**src/rtl/rv32i_pkg.sv**
```systemverilog
`default_nettype none
// ============================================================================
// Module      : rv32i_pkg
// Description : Shared opcode, ALU-op and control-bundle bit-index constants
//               for the RV32I decode stage.
// Revision    : 1.0 - initial release
// ============================================================================
package rv32i_pkg;

    // Major opcodes, instr[6:0]
    localparam logic [6:0] OP_R      = 7'b0110011;
    localparam logic [6:0] OP_IMM    = 7'b0010011;
    localparam logic [6:0] OP_LOAD   = 7'b0000011;
    localparam logic [6:0] OP_STORE  = 7'b0100011;
    localparam logic [6:0] OP_BRANCH = 7'b1100011;
    localparam logic [6:0] OP_JAL    = 7'b1101111;
    localparam logic [6:0] OP_JALR   = 7'b1100111;
    localparam logic [6:0] OP_LUI    = 7'b0110111;
    localparam logic [6:0] OP_AUIPC  = 7'b0010111;
    localparam logic [6:0] OP_FENCE  = 7'b0001111;
    localparam logic [6:0] OP_SYSTEM = 7'b1110011;

    // ALU-control sub-decoder selector
    localparam logic [1:0] ALUOP_ADD    = 2'b00;
    localparam logic [1:0] ALUOP_BRANCH = 2'b01;
    localparam logic [1:0] ALUOP_RTYPE  = 2'b10;
    localparam logic [1:0] ALUOP_ITYPE  = 2'b11;

    // Packed control bundle layout
    localparam int CTRL_BITS       = 13;
    localparam int CTRL_ALU_OP_LSB = 0;
    localparam int CTRL_ALU_OP_MSB = 1;
    localparam int CTRL_ALU_SRC    = 2;
    localparam int CTRL_MEM_TO_REG = 3;
    localparam int CTRL_REG_WRITE  = 4;
    localparam int CTRL_MEM_READ   = 5;
    localparam int CTRL_MEM_WRITE  = 6;
    localparam int CTRL_BRANCH     = 7;
    localparam int CTRL_JUMP       = 8;
    localparam int CTRL_JALR       = 9;
    localparam int CTRL_LUI        = 10;
    localparam int CTRL_AUIPC      = 11;
    localparam int CTRL_ILLEGAL    = 12;

endpackage : rv32i_pkg
`default_nettype wire

```
**src/rtl/rv32i_opcode_decode.sv**
```systemverilog
`default_nettype none
// ============================================================================
// Module      : rv32i_opcode_decode
// Description : Purely combinational opcode-to-control table. Unlisted
//               opcodes (including compressed encodings) decode to a NOP
//               with the illegal flag raised; FENCE/SYSTEM are legal NOPs.
// Revision    : 1.0 - initial release
// ============================================================================
module rv32i_opcode_decode
    import rv32i_pkg::*;
(
    input  logic [6:0] opcode,
    output logic       alu_src,
    output logic       mem_to_reg,
    output logic       reg_write,
    output logic       mem_read,
    output logic       mem_write,
    output logic       branch,
    output logic [1:0] alu_op,
    output logic       jump,
    output logic       jalr,
    output logic       lui,
    output logic       auipc,
    output logic       illegal
);

    // Decode table: every flag defaults low, each opcode raises its own set
    always_comb begin
        alu_src    = 1'b0;
        mem_to_reg = 1'b0;
        reg_write  = 1'b0;
        mem_read   = 1'b0;
        mem_write  = 1'b0;
        branch     = 1'b0;
        alu_op     = ALUOP_ADD;
        jump       = 1'b0;
        jalr       = 1'b0;
        lui        = 1'b0;
        auipc      = 1'b0;
        illegal    = 1'b0;
        case (opcode)
            OP_R: begin
                reg_write = 1'b1;
                alu_op    = ALUOP_RTYPE;
            end
            OP_IMM: begin
                alu_src   = 1'b1;
                reg_write = 1'b1;
                alu_op    = ALUOP_ITYPE;
            end
            OP_LOAD: begin
                alu_src    = 1'b1;
                mem_to_reg = 1'b1;
                reg_write  = 1'b1;
                mem_read   = 1'b1;
            end
            OP_STORE: begin
                alu_src   = 1'b1;
                mem_write = 1'b1;
            end
            OP_BRANCH: begin
                branch = 1'b1;
                alu_op = ALUOP_BRANCH;
            end
            OP_JAL: begin
                reg_write = 1'b1;
                jump      = 1'b1;
            end
            OP_JALR: begin
                alu_src   = 1'b1;
                reg_write = 1'b1;
                jump      = 1'b1;
                jalr      = 1'b1;
            end
            OP_LUI: begin
                alu_src   = 1'b1;
                reg_write = 1'b1;
                lui       = 1'b1;
            end
            OP_AUIPC: begin
                alu_src   = 1'b1;
                reg_write = 1'b1;
                auipc     = 1'b1;
            end
            OP_FENCE, OP_SYSTEM: begin
                illegal = 1'b0;
            end
            default: begin
                illegal = 1'b1;
            end
        endcase
    end

endmodule : rv32i_opcode_decode
`default_nettype wire

```
**src/rtl/rv32i_control_decoder.sv**
```systemverilog
`default_nettype none
// ============================================================================
// Module      : rv32i_control_decoder
// Description : Decode-stage main control decoder. Same-cycle combinational
//               control plus a registered ID/EX copy with flush/stall and a
//               sticky illegal-opcode flag.
// Revision    : 1.0 - initial release
// ============================================================================
module rv32i_control_decoder
    import rv32i_pkg::*;
#(
    parameter int CTRL_W = CTRL_BITS
) (
    input  logic              clk,
    input  logic              rst_n,
    input  logic [6:0]        opcode,
    input  logic              valid_in,
    input  logic              stall,
    input  logic              flush,
    output logic              alu_src,
    output logic              mem_to_reg,
    output logic              reg_write,
    output logic              mem_read,
    output logic              mem_write,
    output logic              branch,
    output logic [1:0]        alu_op,
    output logic              jump,
    output logic              jalr,
    output logic              lui,
    output logic              auipc,
    output logic              illegal,
    output logic [CTRL_W-1:0] ctrl_q,
    output logic              q_valid,
    output logic              illegal_sticky
);

    logic [CTRL_W-1:0] w_bundle;
    logic [CTRL_W-1:0] r_ctrl;
    logic              r_valid;
    logic              r_sticky;

    rv32i_opcode_decode u_opcode_decode (
        .opcode     (opcode),
        .alu_src    (alu_src),
        .mem_to_reg (mem_to_reg),
        .reg_write  (reg_write),
        .mem_read   (mem_read),
        .mem_write  (mem_write),
        .branch     (branch),
        .alu_op     (alu_op),
        .jump       (jump),
        .jalr       (jalr),
        .lui        (lui),
        .auipc      (auipc),
        .illegal    (illegal)
    );

    // Pack the decoded flags into the ID/EX bundle layout
    always_comb begin
        w_bundle                                  = '0;
        w_bundle[CTRL_ALU_OP_MSB:CTRL_ALU_OP_LSB] = alu_op;
        w_bundle[CTRL_ALU_SRC]                    = alu_src;
        w_bundle[CTRL_MEM_TO_REG]                 = mem_to_reg;
        w_bundle[CTRL_REG_WRITE]                  = reg_write;
        w_bundle[CTRL_MEM_READ]                   = mem_read;
        w_bundle[CTRL_MEM_WRITE]                  = mem_write;
        w_bundle[CTRL_BRANCH]                     = branch;
        w_bundle[CTRL_JUMP]                       = jump;
        w_bundle[CTRL_JALR]                       = jalr;
        w_bundle[CTRL_LUI]                        = lui;
        w_bundle[CTRL_AUIPC]                      = auipc;
        w_bundle[CTRL_ILLEGAL]                    = illegal;
    end

    // ID/EX register: flush beats stall; an invalid slot loads an empty bundle
    always_ff @(posedge clk or negedge rst_n) begin
        if (!rst_n) begin
            r_ctrl  <= '0;
            r_valid <= 1'b0;
        end else if (flush) begin
            r_ctrl  <= '0;
            r_valid <= 1'b0;
        end else if (!stall) begin
            r_ctrl  <= valid_in ? w_bundle : '0;
            r_valid <= valid_in & ~illegal;
        end
    end

    // Sticky illegal flag: observes every edge regardless of stall/flush
    always_ff @(posedge clk or negedge rst_n) begin
        if (!rst_n) begin
            r_sticky <= 1'b0;
        end else if (valid_in && illegal) begin
            r_sticky <= 1'b1;
        end
    end

    assign ctrl_q         = r_ctrl;
    assign q_valid        = r_valid;
    assign illegal_sticky = r_sticky;

endmodule : rv32i_control_decoder
`default_nettype wire

```
**config.mk**
```make
export PLATFORM = sky130hd
export DESIGN_NAME = rv32i_control_decoder
export DESIGN_NICKNAME = d
export VERILOG_FILES = /design/src/rtl/rv32i_pkg.sv /design/src/rtl/rv32i_opcode_decode.sv /design/src/rtl/rv32i_control_decoder.sv
export SDC_FILE = /design/constraint.sdc
export NUM_CORES = 1
export LEC_CHECK = 0
export BUFFER_PORTS_ARGS = -buffer_cell sky130_fd_sc_hd__buf_2
export CAP_MARGIN = 20
export CORE_ASPECT_RATIO = 0.75
export CORE_MARGIN = 8
export CORE_UTILIZATION = 40
export DETAILED_ROUTE_END_ITERATION = 10
export GPL_ROUTABILITY_DRIVEN = 0
export PLACE_DENSITY = 0.71
export SLEW_MARGIN = 20
export SYNTH_ARGS = -nofsm -noshare
export SYNTH_HDL_FRONTEND = slang
export SYNTH_SLANG_ARGS = --single-unit
```
**constraint.sdc**
```tcl
create_clock -name clk -period 1.5 [get_ports clk]
set_input_delay 0.15 -clock clk [delete_from_list [all_inputs] [get_ports clk]]
set_output_delay 0.15 -clock clk [all_outputs]
set_load 0.01 [all_outputs]
```
; ---- After elaboration in Yosys (flattened, before gate mapping)
; Index checks and enable logic that the tools add are counted.
[op_classes]
eq_ne = 12
n_reduce_logical = 5
bitwise = 1
muxes = 16
[op_table]
columns = op, n
row1 = two-way mux 13 bit, 3
row2 = "equality test 7 bit, second input constant", 4
row3 = "equality test 7 x 6 -> 1 bit, second input constant", 3
row4 = "equality test 7 x 5 -> 1 bit, second input constant", 2
row5 = two-way mux 1 bit, 12
row6 = OR reduction 11 bit, 1
row7 = "equality test 7 x 2 -> 1 bit, second input constant", 1
row8 = "equality test 7 x 4 -> 1 bit, second input constant", 1
row9 = OR reduction 7 bit, 1
row10 = case mux 2 bit (3 select lines), 1
row11 = OR reduction 6 bit, 1
row12 = "!= test 2 x 1 -> 1 bit, second input constant", 1
row13 = OR reduction 2 bit, 1
row14 = bitwise AND 1 bit, 1
row15 = logical AND 1 bit, 1
[word_totals]
regBits = 15
word_cells = 37
input_bits = 12
output_inout_bits = 28

; ---- Logic depth before layout (Yosys ltp)
; Gate-level depths: netlist of the first run.
[depth]
ltp_word = 6
depth_mapped = 5
depth_no_buf = 4

; ---- Cells and area by module
; A second synthesis of the first run with hierarchy kept.
[hier_totals]
cells_unflattened = 74
hier_area_um2 = 812.0
[modules_own_cells]
columns = module, seq_area_each_um2, instances, area_each_um2, cells_each
row1 = rv32i_control_decoder, 375.4, 1, 598.1, 40
row2 = rv32i_opcode_decode, 0.0, 1, 214.0, 34

; ---- Worst setup path after synthesis of the first run
; OpenSTA, ideal clock, no wires.
[synth_path]
path_kind = in2out
from = in opcode[6]
to = out mem_to_reg
arrival_ps = 1346
path_buffers = 2
stages = 4
required_time_ps = 1350
setup_slack_ps = 4
path_cell_list = clkbuf_1 -> or3_2 -> nor3_1 -> buf_4
[synth_between]
elab_chain_cells = 2
[synth_lines]
columns = element, line_no
row1 = from (decl), rv32i_control_decoder.sv:16  ; input logic [6:0] opcode,
row2 = equality test 7 x 2 -> 1 bit, n/a
row3 = two-way mux 1 bit, n/a
row4 = to (decl), rv32i_control_decoder.sv:21  ; output logic mem_to_reg,
; Every way passes these cells.

; ---- Worst setup path in the final report of the first run
[layout_path]
from = in opcode[3]
to = out mem_read
[layout_between]
elab_chain_cells = 2
[layout_lines]
columns = element, line_no
row1 = equality test 7 x 2 -> 1 bit, rv32i_opcode_decode.sv:41  ; case (opcode)
row2 = two-way mux 1 bit, rv32i_opcode_decode.sv:41
row3 = to (decl), rv32i_control_decoder.sv:23  ; output logic mem_read,
; Every way passes these cells.

==> metrics.yaml, run 1 <==
outcome: "finished clean"
synth.top_cell.area_share: 0.4173
dieArea_mm2: 0.003836
post_cts.repair.setup_buffers: 0
netlist_area_um2: 839.6
wl_mm: 2.691
min_period_over_period: 0.9375
drv_slew: 0
num_antenna_cells: 0
drtIter0Drc: 36
synth_area_per_cell_um2: 8.396
grt_overflow: 0
finClkSkew_ns: 0
cts_tree: "built"
hold_end: "ctrl_q[0]"
fmax_mhz: 711.1
instances_no_fill: 171
ys_ff_latch: 14
dieWidth_um: 68.90
row_count: 14
clock_tree.root_cell: "clkbuf_4"
r2r_end: "ctrl_q[12]"
wire_per_inst_um: 15.74
critPathRequiredTime_ns: 1.35
vias: 933
drcViolationCount: 0
synth_cells: 100
fp.dieH_um: 55.68
grt_max_degree: 20
swShare: 0.2724
gr-usage-all-layers: 0.1383
drive_above_1_share: 0.3946
cp-start-kind: "input pin"
synth_area_leaders: "dfrtp_1 (42%), a21oi_1 (6.6%), nand2_1 (5.8%), nor2_1 (4.5%), nor3_1 (3.0%)"
post-synth-top-count-cell: "dfrtp_1"
vias_per_cell: 5.456
crit_type: "in -> out"
whs_path_depth: 2
dp.cells: 166
place_ws_ns: -0.07336
timing.rr.start: "ctrl_q[12]"
cp_max_fo: 6
grt_pass1_vias: 895
cts_num_sinks: 14
synth_edf_count: 0
seq_area_frac_synth: 0.4173
fin_ws_ns: 0.09373
min_path_type: "in -> reg"
syn_nets: 112
tightest_slew_ns: 0.4645
critical_path_arrival_ns: 1.26
ys.flop_type: "dfrtp_1"
antenna_found_initial: 0
cts_made_buffers: 3
drtPass1Iterations: 4
area_growth_syn_to_layout_pct: 38.75
p_comb_frac: 0.179
htreeDepth: 1
seqPwrFrac: 0.475
powerDensity_mw_per_mm2: 690.7
ant_nets: 0
min_period_ns: 1.406
r2r_cells: 2
pwr-share-clk: 0.346
cts.clk_slew.worst_paths_ns: 0.09
end_kind: "output port"
dp.final_hpwl_mm: 2.103
core-area_mm2: 0.001997
synth_cell_types: 32
numPortBuffers: 39
peakVddDrop_mv: 0.5570
clk_latency_ns: 0.28
io-pin-count: 40
cell_internal_pwr_w: 0.0005854
max_cap_violations: 0
grt_first_pass_wirelength_mm: 4.195
max_slew_margin: 0.6897
switchingPower_w: 0.0002192
finalHoldViolCount: 0
setup_violations: 0
p_leak_nw: 0.5839
min-delay-start: "flush"
yosysWarnings: 0
initial_core_util: 0.4204
nNetsFinal: 160
reg2reg_slack_ns: 0.76
cts.path.max_buffers: 2
synth_largest_area_cell: "dfrtp_1"
synthArstFlopShare: 1.000
yosys-top-cells-count: "dfrtp_1 (14), nand2_1 (13), a21oi_1 (11)"
rsz0062_at_grt: "no"
## power by group through the flow
stage	combinational, W	sequential [W]	clock [W]
finish	0.000144	0.000382	0.000278
global route	0.000156	0.000383	0.000301
CTS	0.000141	0.000382	0.000281
detailed placement	0.000139	0.000390	0
global placement	0.000135	0.000390	0
floorplan	0.0000623	0.000392	0
## area by class of cell
class / count / area [um^2]
fillers: 203 / 832.0
clock buffers: 4 / 36.28
multi-input cells: 75 / 449.2
repair buffers: 51 / 287.8
well taps: 24 / 30.03
flip-flops and latches: 14 / 350.3
inverters: 3 / 11.26
## critical path: stages
cell	delay, ns
buf_2	0.10
nand3b_4	0.14
buf_4	0.16
or3_4	0.34
nor3_2	0.20
buf_2	0.16
## metrics by stage
step	hold slack (ns)	utilization	total power, W	area (um^2)	setup TNS [ns]
after floorplan	-0.1456	-	0.0004540	839.6	0
after global placement	0.06392	0.5558	0.0005243	1110	-0.02263
after detailed placement	0.06389	0.5558	0.0005289	1110	-0.07336
after CTS	0.1637	0.5789	0.0008044	1156	0
after global routing	0.1664	0.5833	0.0008404	1165	0
final	0.1662	0.5833	0.0008046	1165	0
## what timing repair did
action                                 in CTS  in global routing
setup endpoints to repair                   0                  2
resized for setup                           0                  2
hold buffers                                1                  0
endpoints found under the hold margin      14                  0
## flip-flops by register name (all words and copies together), names as in the netlist
| name | count |
|---|---|
| illegal_sticky | 1 |
| q_valid | 1 |
| ctrl_q | 12 |
## cell usage in the layout (no fill, tap or decap), types with 3 or more instances in the layout
| cell | instances |
|---|---|
| or3_1 | 4 |
| a21oi_1 | 11 |
| inv_1 | 3 |
| buf_2 | 39 |
| buf_4 | 11 |
| nor2_1 | 10 |
| nor3_1 | 4 |
| clkbuf_4 | 3 |
| nand3_1 | 3 |
| nand2_1 | 13 |
| dfrtp_1 | 14 |
## how the worst max path moves through the flow
| stage | start | to | cells past startpoint |
|---|---|---|---|
| 2_1_floorplan | opcode[6] | mem_to_reg | 4 |
| 3_3_place_gp | opcode[3] | ctrl_q[5] | 5 |
| 3_5_place_dp | opcode[3] | ctrl_q[5] | 5 |
| 4_1_cts | opcode[3] | mem_read | 6 |
| 5_1_grt | opcode[3] | mem_to_reg | 6 |
| 6_report | opcode[3] | mem_read | 6 |
## per-layer routing
| layer | track usage | wire, um | vias to the layer above |
|---|---|---|---|
| li1 | - | - | 454 |
| met1 | 0.1807 | 1211 | 441 |
| met2 | 0.2178 | 1265 | 34 |
| met3 | 0.02213 | 179 | 4 |
| met4 | 0.05143 | 36 | 0 |
| met5 | 0 | 0 | - |
## logic make-up after synthesis
kind of cell           synth area share
DFF                              0.4173
buffers and inverters           0.05811
AOI/OAI and AO/OA                0.1625
and+or+nand+nor                  0.3621
Power figures use the tool's default switching activity.
==> run 2, diff against run 1 <==
--- a/config.mk
+++ b/config.mk
@@ -13,6 +13,7 @@
 export DETAILED_ROUTE_END_ITERATION = 10
 export GPL_ROUTABILITY_DRIVEN = 0
 export PLACE_DENSITY = 0.71
+export RECOVER_POWER = 25
 export SLEW_MARGIN = 20
 export SYNTH_ARGS = -nofsm -noshare
 export SYNTH_HDL_FRONTEND = slang
==> metrics.yaml, run 2 (synthesis results as in run 1) <==
dieArea_mm2: 0.003836  # unchanged
gr-usage-all-layers: 0.1383  # unchanged
p_leak_nw: 0.5811  # was 0.5839 nW
final_common_cell: "buf_2"  # unchanged
hold_end: "ctrl_q[0]"  # unchanged
r2r_cells: 2  # unchanged
ff_latch_area_um2: 350.3  # unchanged
grt_pass1_vias: 895  # unchanged
cts_num_sinks: 14  # unchanged
max_cap_violations: 0  # unchanged
outcome: "finished clean"  # unchanged
grt_overflow: 0  # unchanged
tightest_slew_ns: 0.7708  # was 0.4645 ns
cp_max_fo: 6  # unchanged
fin_util: 0.5827  # was 0.5833
placed_cell_area_mm2: 0.001110  # unchanged
cts_made_buffers: 3  # unchanged
end_kind: "output port"  # unchanged
min_period_ns: 1.405  # was 1.406 ns
ant_nets: 0  # unchanged
largest_reg_flops: 12  # unchanged
fp.dieH_um: 55.68  # unchanged
htreeDepth: 1  # unchanged
wire_per_inst_um: 15.74  # about the same
finClkSkew_ns: 0  # unchanged
cp-start-kind: "input pin"  # unchanged
clock_tree.root_cell: "clkbuf_4"  # unchanged
cts.clk_slew.worst_paths_ns: 0.09  # about the same
switchingPower_w: 0.0002193  # was 0.0002192 W
critPathRequiredTime_ns: 1.35  # about the same
cts_tree: "built"  # unchanged
finalHoldViolCount: 0  # unchanged
drive_above_1_share: 0.3878  # was 0.3946
vias_per_cell: 5.462  # was 5.456
area_growth_syn_to_layout_pct: 38.60  # was 38.75%
core-area_mm2: 0.001997  # unchanged
min_path_type: "in -> reg"  # unchanged
timing.rr.start: "ctrl_q[12]"  # unchanged
row_count: 14  # unchanged
crit_type: "in -> out"  # unchanged
fmax_mhz: 711.7  # was 711.1 MHz
io-pin-count: 40  # unchanged
setup_violations: 0  # unchanged
swShare: 0.2726  # was 0.2724
place_ws_ns: -0.07336  # unchanged
min_period_over_period: 0.9367  # was 0.9375
fin_ws_ns: 0.09488  # was 0.09373 ns
critical_path_arrival_ns: 1.26  # about the same
instances_no_fill: 171  # unchanged
antenna_found_initial: 0  # unchanged
seqPwrFrac: 0.476  # was 0.475
fin_tns_setup_ns: 0  # unchanged
drtIter0Drc: 28  # was 36
clk_latency_ns: 0.28  # about the same
drv_slew: 0  # unchanged
dp.cells: 166  # unchanged
grt_first_pass_wirelength_mm: 4.195  # unchanged
dp.final_hpwl_mm: 2.103  # unchanged
rsz0062_at_grt: "no"  # unchanged
drcViolationCount: 0  # unchanged
r2r_end: "ctrl_q[12]"  # unchanged
fillerInstances: 203  # unchanged
dieWidth_um: 68.90  # unchanged
drtPass1Iterations: 4  # unchanged
numPortBuffers: 39  # unchanged
cell_internal_pwr_w: 0.0005850  # was 0.0005854 W
multiInputGateArea_um2: 449.2  # unchanged
pwr-share-clk: 0.346  # about the same
p_comb_frac: 0.178  # was 0.179
final_cell_mix: "buf_2 (38), dfrtp_1 (14), nand2_1 (13), a21oi_1 (11), buf_4 (11)"  # was buf_2 (39), dfrtp_1 (14), nand2_1 (13), a21oi_1 (11), buf_4 (11)
wl_mm: 2.692  # was 2.691 mm
fin_area_mm2: 0.001164  # was 0.001165 mm^2
grt_max_degree: 20  # unchanged
reg2reg_slack_ns: 0.76  # about the same
initial_core_util: 0.4204  # unchanged
min-delay-start: "flush"  # unchanged
vias: 934  # was 933
whs_path_depth: 2  # unchanged
nNetsFinal: 160  # unchanged
num_antenna_cells: 0  # unchanged
peakVddDrop_mv: 0.5570  # about the same
cts.path.max_buffers: 2  # unchanged
max_slew_margin: 0.4861  # was 0.6897
powerDensity_mw_per_mm2: 691.2  # was 690.7 mW/mm^2
## run 2: cell count changes in the layout (fill, tap and decap cells not counted), sizes merged
cell and change:
clkbuf +1, buf -1
## run 2: critical path, stage by stage
cell      delay (ns)
buf_2           0.10
nand3b_4        0.14
buf_4           0.16
or3_4           0.34
nor3_2          0.20
buf_2           0.16
## run 2: worst max-delay path by stage
stage / start / endpoint / cells past startpoint
final: opcode[3] / mem_read / 6
after global placement: opcode[3] / ctrl_q[5] / 5
after global routing: opcode[3] / mem_to_reg / 6
after detailed placement: opcode[3] / ctrl_q[5] / 5
after floorplan: opcode[6] / mem_to_reg / 4
after CTS: opcode[3] / mem_read / 6
## run 2: cell type report
type / instances / area share
multi-input combinational: 75 / 0.3860
clock buffer: 4 / 0.03118
sequential: 14 / 0.3011
tap: 24 / 0.02581
inverter: 3 / 0.009677
timing repair buffer: 51 / 0.2462
## run 2: what timing repair did
item                       CTS  global route
hold endpoints to repair    14             0
setup endpoints to repair    0             2
hold buffers                 1             0
resized for setup            0             2
buffers inserted             0             0
## run 2: stage by stage
| step | hold slack (ns) | total power [W] |
|---|---|---|
| after floorplan | -0.1456 | 0.0004540 |
| after global placement | 0.06392 | 0.0005243 |
| after detailed placement | 0.06389 | 0.0005289 |
| after CTS | 0.1637 | 0.0008044 |
| after global routing | 0.1664 | 0.0008398 |
| final | 0.1661 | 0.0008043 |
## run 2: metal layers
metal / vias to the layer above / global-route usage / share of wire
met1: 444 / 0.1807 / 0.45
li1: 454 / - / -
met4: 0 / 0.05143 / 0.013
met5: - / 0 / 0
met2: 32 / 0.2178 / 0.47
met3: 4 / 0.02213 / 0.061
## run 2: power by group through the flow
stage / logic, W / clock network, W / registers (W)
floorplan: 0.0000623 / 0 / 0.000392
finish: 0.000143 / 0.000278 / 0.000382
detailed placement: 0.000139 / 0 / 0.000390
CTS: 0.000141 / 0.000281 / 0.000382
global placement: 0.000135 / 0 / 0.000390
global route: 0.000155 / 0.000301 / 0.000383
==> run 3, diff against run 2 <==
--- a/config.mk
+++ b/config.mk
@@ -5,6 +5,7 @@
 export SDC_FILE = /design/constraint.sdc
 export NUM_CORES = 1
 export LEC_CHECK = 0
+export ABC_AREA = 1
 export BUFFER_PORTS_ARGS = -buffer_cell sky130_fd_sc_hd__buf_2
 export CAP_MARGIN = 20
 export CORE_ASPECT_RATIO = 0.75
==> metrics.yaml, run 3 <==
synth_edf_count: 0  # unchanged
cp_cell_sequence: "buf_2, inv_2, nand2_2, nor2_4, nand2_1, nand2_2, nor2_1, nand3_2, inv_1, buf_2"  # was buf_2, nand3b_4, buf_4, or3_4, nor3_2, buf_2
dr_wl_met2_mm: 1.014  # was 1.275 mm
instances_no_fill: 179  # was 171
p_comb_frac: 0.145  # was 0.178
end_kind: "output port"  # unchanged
maxUsedRoutingLayer: "met3"  # was met4
num_antenna_cells: 0  # unchanged
yosys-top-cells-count: "nand2_1 (29), dfrtp_1 (14), inv_1 (14)"  # was dfrtp_1 (14), nand2_1 (13), a21oi_1 (11)
numPortBuffers: 39  # unchanged
min_period_ns: 1.208  # was 1.405 ns
cp-start-kind: "input pin"  # unchanged
clock_tree.root_cell: "clkbuf_4"  # unchanged
tightest_slew_ns: 0.7855  # was 0.7708 ns
fin_area_mm2: 0.001074  # was 0.001164 mm^2
grt_first_pass_wirelength_mm: 3.719  # was 4.195 mm
post-synth-top-count-cell: "nand2_1"  # was dfrtp_1
finalHoldViolCount: 0  # unchanged
p_leak_nw: 0.7082  # was 0.5811 nW
netlist_area_um2: 829.5  # was 839.6 um^2
outcome: "finished clean"  # unchanged
cts_tree: "built"  # unchanged
wire_per_inst_um: 12.50  # was 15.74 um
critPathMaxStageDelay_ns: 0.16  # was 0.34 ns
synth.top_cell.area_share: 0.4223  # was 0.4173
critPathTopFamily: "simple AND/OR/NAND/NOR gates"  # unchanged
area_growth_syn_to_layout_pct: 29.41  # was 38.60%
drive_above_1_share: 0.4323  # was 0.3878
synth_area_per_cell_um2: 7.277  # was 8.396 um^2
synth_largest_area_cell: "dfrtp_1"  # unchanged
initial_core_util: 0.4191  # was 0.4204
vias_per_cell: 4.676  # was 5.462
largest_reg_flops: 12  # unchanged
vias: 837  # was 934
drtIter0Drc: 12  # was 28
clk_latency_ns: 0.27  # was 0.28 ns
min_period_over_period: 0.8055  # was 0.9367
setup_violations: 0  # unchanged
drv_slew: 0  # unchanged
syn_nets: 126  # was 112
slowest_stage: "nor2_4"  # was or3_4
peakVddDrop_mv: 0.3502  # was 0.5570 mV
drcViolationCount: 0  # unchanged
max_cap_violations: 0  # unchanged
seqPwrFrac: 0.557  # was 0.476
core-area_mm2: 0.001979  # was 0.001997 mm^2
ys.flop_type: "dfrtp_1"  # unchanged
cts_made_buffers: 3  # unchanged
synth_cells: 114  # was 100
rsz0062_at_grt: "no"  # unchanged
switchingPower_w: 0.0001771  # was 0.0002193 W
synth_area_leaders: "dfrtp_1 (42%), nand2_1 (13%), nand2_2 (7.5%), inv_1 (6.3%), o21ai_0 (5.4%)"  # was dfrtp_1 (42%), a21oi_1 (6.6%), nand2_1 (5.8%), nor2_1 (4.5%), nor3_1 (3.0%)
ys_ff_latch: 14  # unchanged
grt_max_degree: 15  # was 20
met1_length_um: 974  # was 1.215 mm
final_common_cell: "buf_2"  # unchanged
min_path_type: "in -> reg"  # unchanged
synth_cell_types: 17  # was 32
dieWidth_um: 68.59  # was 68.90 um
dp.final_hpwl_mm: 1.858  # was 2.103 mm
nNetsFinal: 169  # was 160
io-pin-count: 40  # unchanged
antenna_found_initial: 0  # unchanged
placed_cell_area_mm2: 0.001042  # was 0.001110 mm^2
cts_num_sinks: 14  # unchanged
drtPass1Iterations: 4  # unchanged
cts.path.max_buffers: 2  # unchanged
yosysWarnings: 0  # unchanged
reg2reg_slack_ns: 0.85  # was 0.76 ns
row_count: 14  # unchanged
grt_pass1_vias: 847  # was 895
critPathRequiredTime_ns: 1.35  # about the same
finClkSkew_ns: 0  # unchanged
dieArea_mm2: 0.003802  # was 0.003836 mm^2
max_slew_margin: 0.4763  # was 0.4861
critical_path_arrival_ns: 1.06  # was 1.26 ns
dp.cells: 175  # was 166
fp.dieH_um: 55.44  # was 55.68 um
fin_tns_setup_ns: 0  # unchanged
wl_met3_um: 248  # was 165 um
wl_mm: 2.237  # was 2.692 mm
fillerInstances: 213  # was 203
crit_type: "in -> out"  # unchanged
htreeDepth: 1  # unchanged
pwr-share-clk: 0.297  # was 0.346
final_cell_mix: "buf_2 (38), nand2_1 (29), inv_1 (14), dfrtp_1 (14)"  # was buf_2 (38), dfrtp_1 (14), nand2_1 (13), a21oi_1 (11), buf_4 (11)
fmax_mhz: 827.6  # was 711.7 MHz
powerDensity_mw_per_mm2: 637.2  # was 691.2 mW/mm^2
ant_nets: 0  # unchanged
cts.clk_slew.worst_paths_ns: 0.08  # was 0.09 ns
cts.repair.resized: 0  # unchanged
gr-usage-all-layers: 0.1215  # was 0.1383
seq_area_frac_synth: 0.4223  # was 0.4173
grt_overflow: 0  # unchanged
worst-path-buf-inv: 4  # was 3
swShare: 0.2588  # was 0.2726
cell_internal_pwr_w: 0.0005070  # was 0.0005850 W
cp_max_fo: 6  # unchanged
synthArstFlopShare: 1.000  # unchanged
==> run 3: changes by cell type after synthesis, sizes merged, moves of 5 or more <==
cell | before | now
or3 | 5 | 0
inv | 3 | 20
nand2 | 13 | 39
nor2 | 10 | 15
a21oi | 11 | 2
clkbuf | 6 | 0
o21ai | 2 | 10
==> run 3: per-stage QoR <==
| stage | setup slack (ns) | util | hold slack [ns] | power (W) |
|---|---|---|---|---|
| detailed placement | 0.2985 | 0.5265 | 0.07352 | 0.0004886 |
| global placement | 0.3077 | 0.5265 | 0.06150 | 0.0004850 |
| global route | 0.1687 | 0.5424 | 0.1570 | 0.0007263 |
| finish | 0.2917 | 0.5424 | 0.1667 | 0.0006840 |
| floorplan | 0.5700 | - | -0.1456 | 0.0004404 |
| CTS | 0.2981 | 0.5430 | 0.1608 | 0.0006972 |
==> run 3: worst paths after layout <==
path                                 from        endpoint  depth (start not counted)
max in group asynchronous           rst_n       ctrl_q[9]                          2
setup / recovery                opcode[2]         illegal                         10
setup reg to reg                ctrl_q[9]       ctrl_q[9]                          2
hold reg to reg            illegal_sticky  illegal_sticky                          2
hold / removal                   valid_in  illegal_sticky                          3
min in group asynchronous           rst_n      ctrl_q[11]                          2
==> run 3: cell families (layout without fill, tap and decap cells) <==
family | Yosys count | in the layout | share of synthesized area
compound gates | 12 | 12 | 0.07239
buf+inv | 23 | 64 | 0.1146
flops | 14 | 14 | 0.4223
simple gates | 65 | 65 | 0.3906
==> run 3: worst min-delay path: stages <==
cell and delay, ns:
buf_2 0.11, nand4_1 0.09, nand2_1 0.05
==> run 3: power by group through the flow <==
stage / clock [W] / sequential [W] / combinational (W)
floorplan: 0 / 0.000390 / 0.0000500
detailed placement: 0 / 0.000389 / 0.0000998
global placement: 0 / 0.000389 / 0.0000963
global route: 0.000232 / 0.000382 / 0.000112
CTS: 0.000214 / 0.000381 / 0.000102
finish: 0.000203 / 0.000381 / 0.0000995
==> run 3: area by class of cell <==
| type | count | area [um^2] | area share |
|---|---|---|---|
| clock buffers | 3 | 22.52 | 0.02098 |
| inverters | 20 | 75.07 | 0.06993 |
| multi-input cells | 77 | 384.1 | 0.3578 |
| flip-flops and latches | 14 | 350.3 | 0.3263 |
| well taps | 24 | 30.03 | 0.02797 |
| repair buffers | 41 | 211.5 | 0.1970 |
==> run 3: per-layer routing <==
layer  vias to the layer above  global-route usage
met5                         -                   0
met4                         0            0.008746
met3                         0             0.05634
met2                        27              0.2013
met1                       382              0.1434
li1                        428                   -
==> run 3: timing repair <==
action,in CTS,in global routing
hold buffers,1,0
buffers inserted,0,0
endpoints found under the hold margin,14,0
setup endpoints to repair,0,0
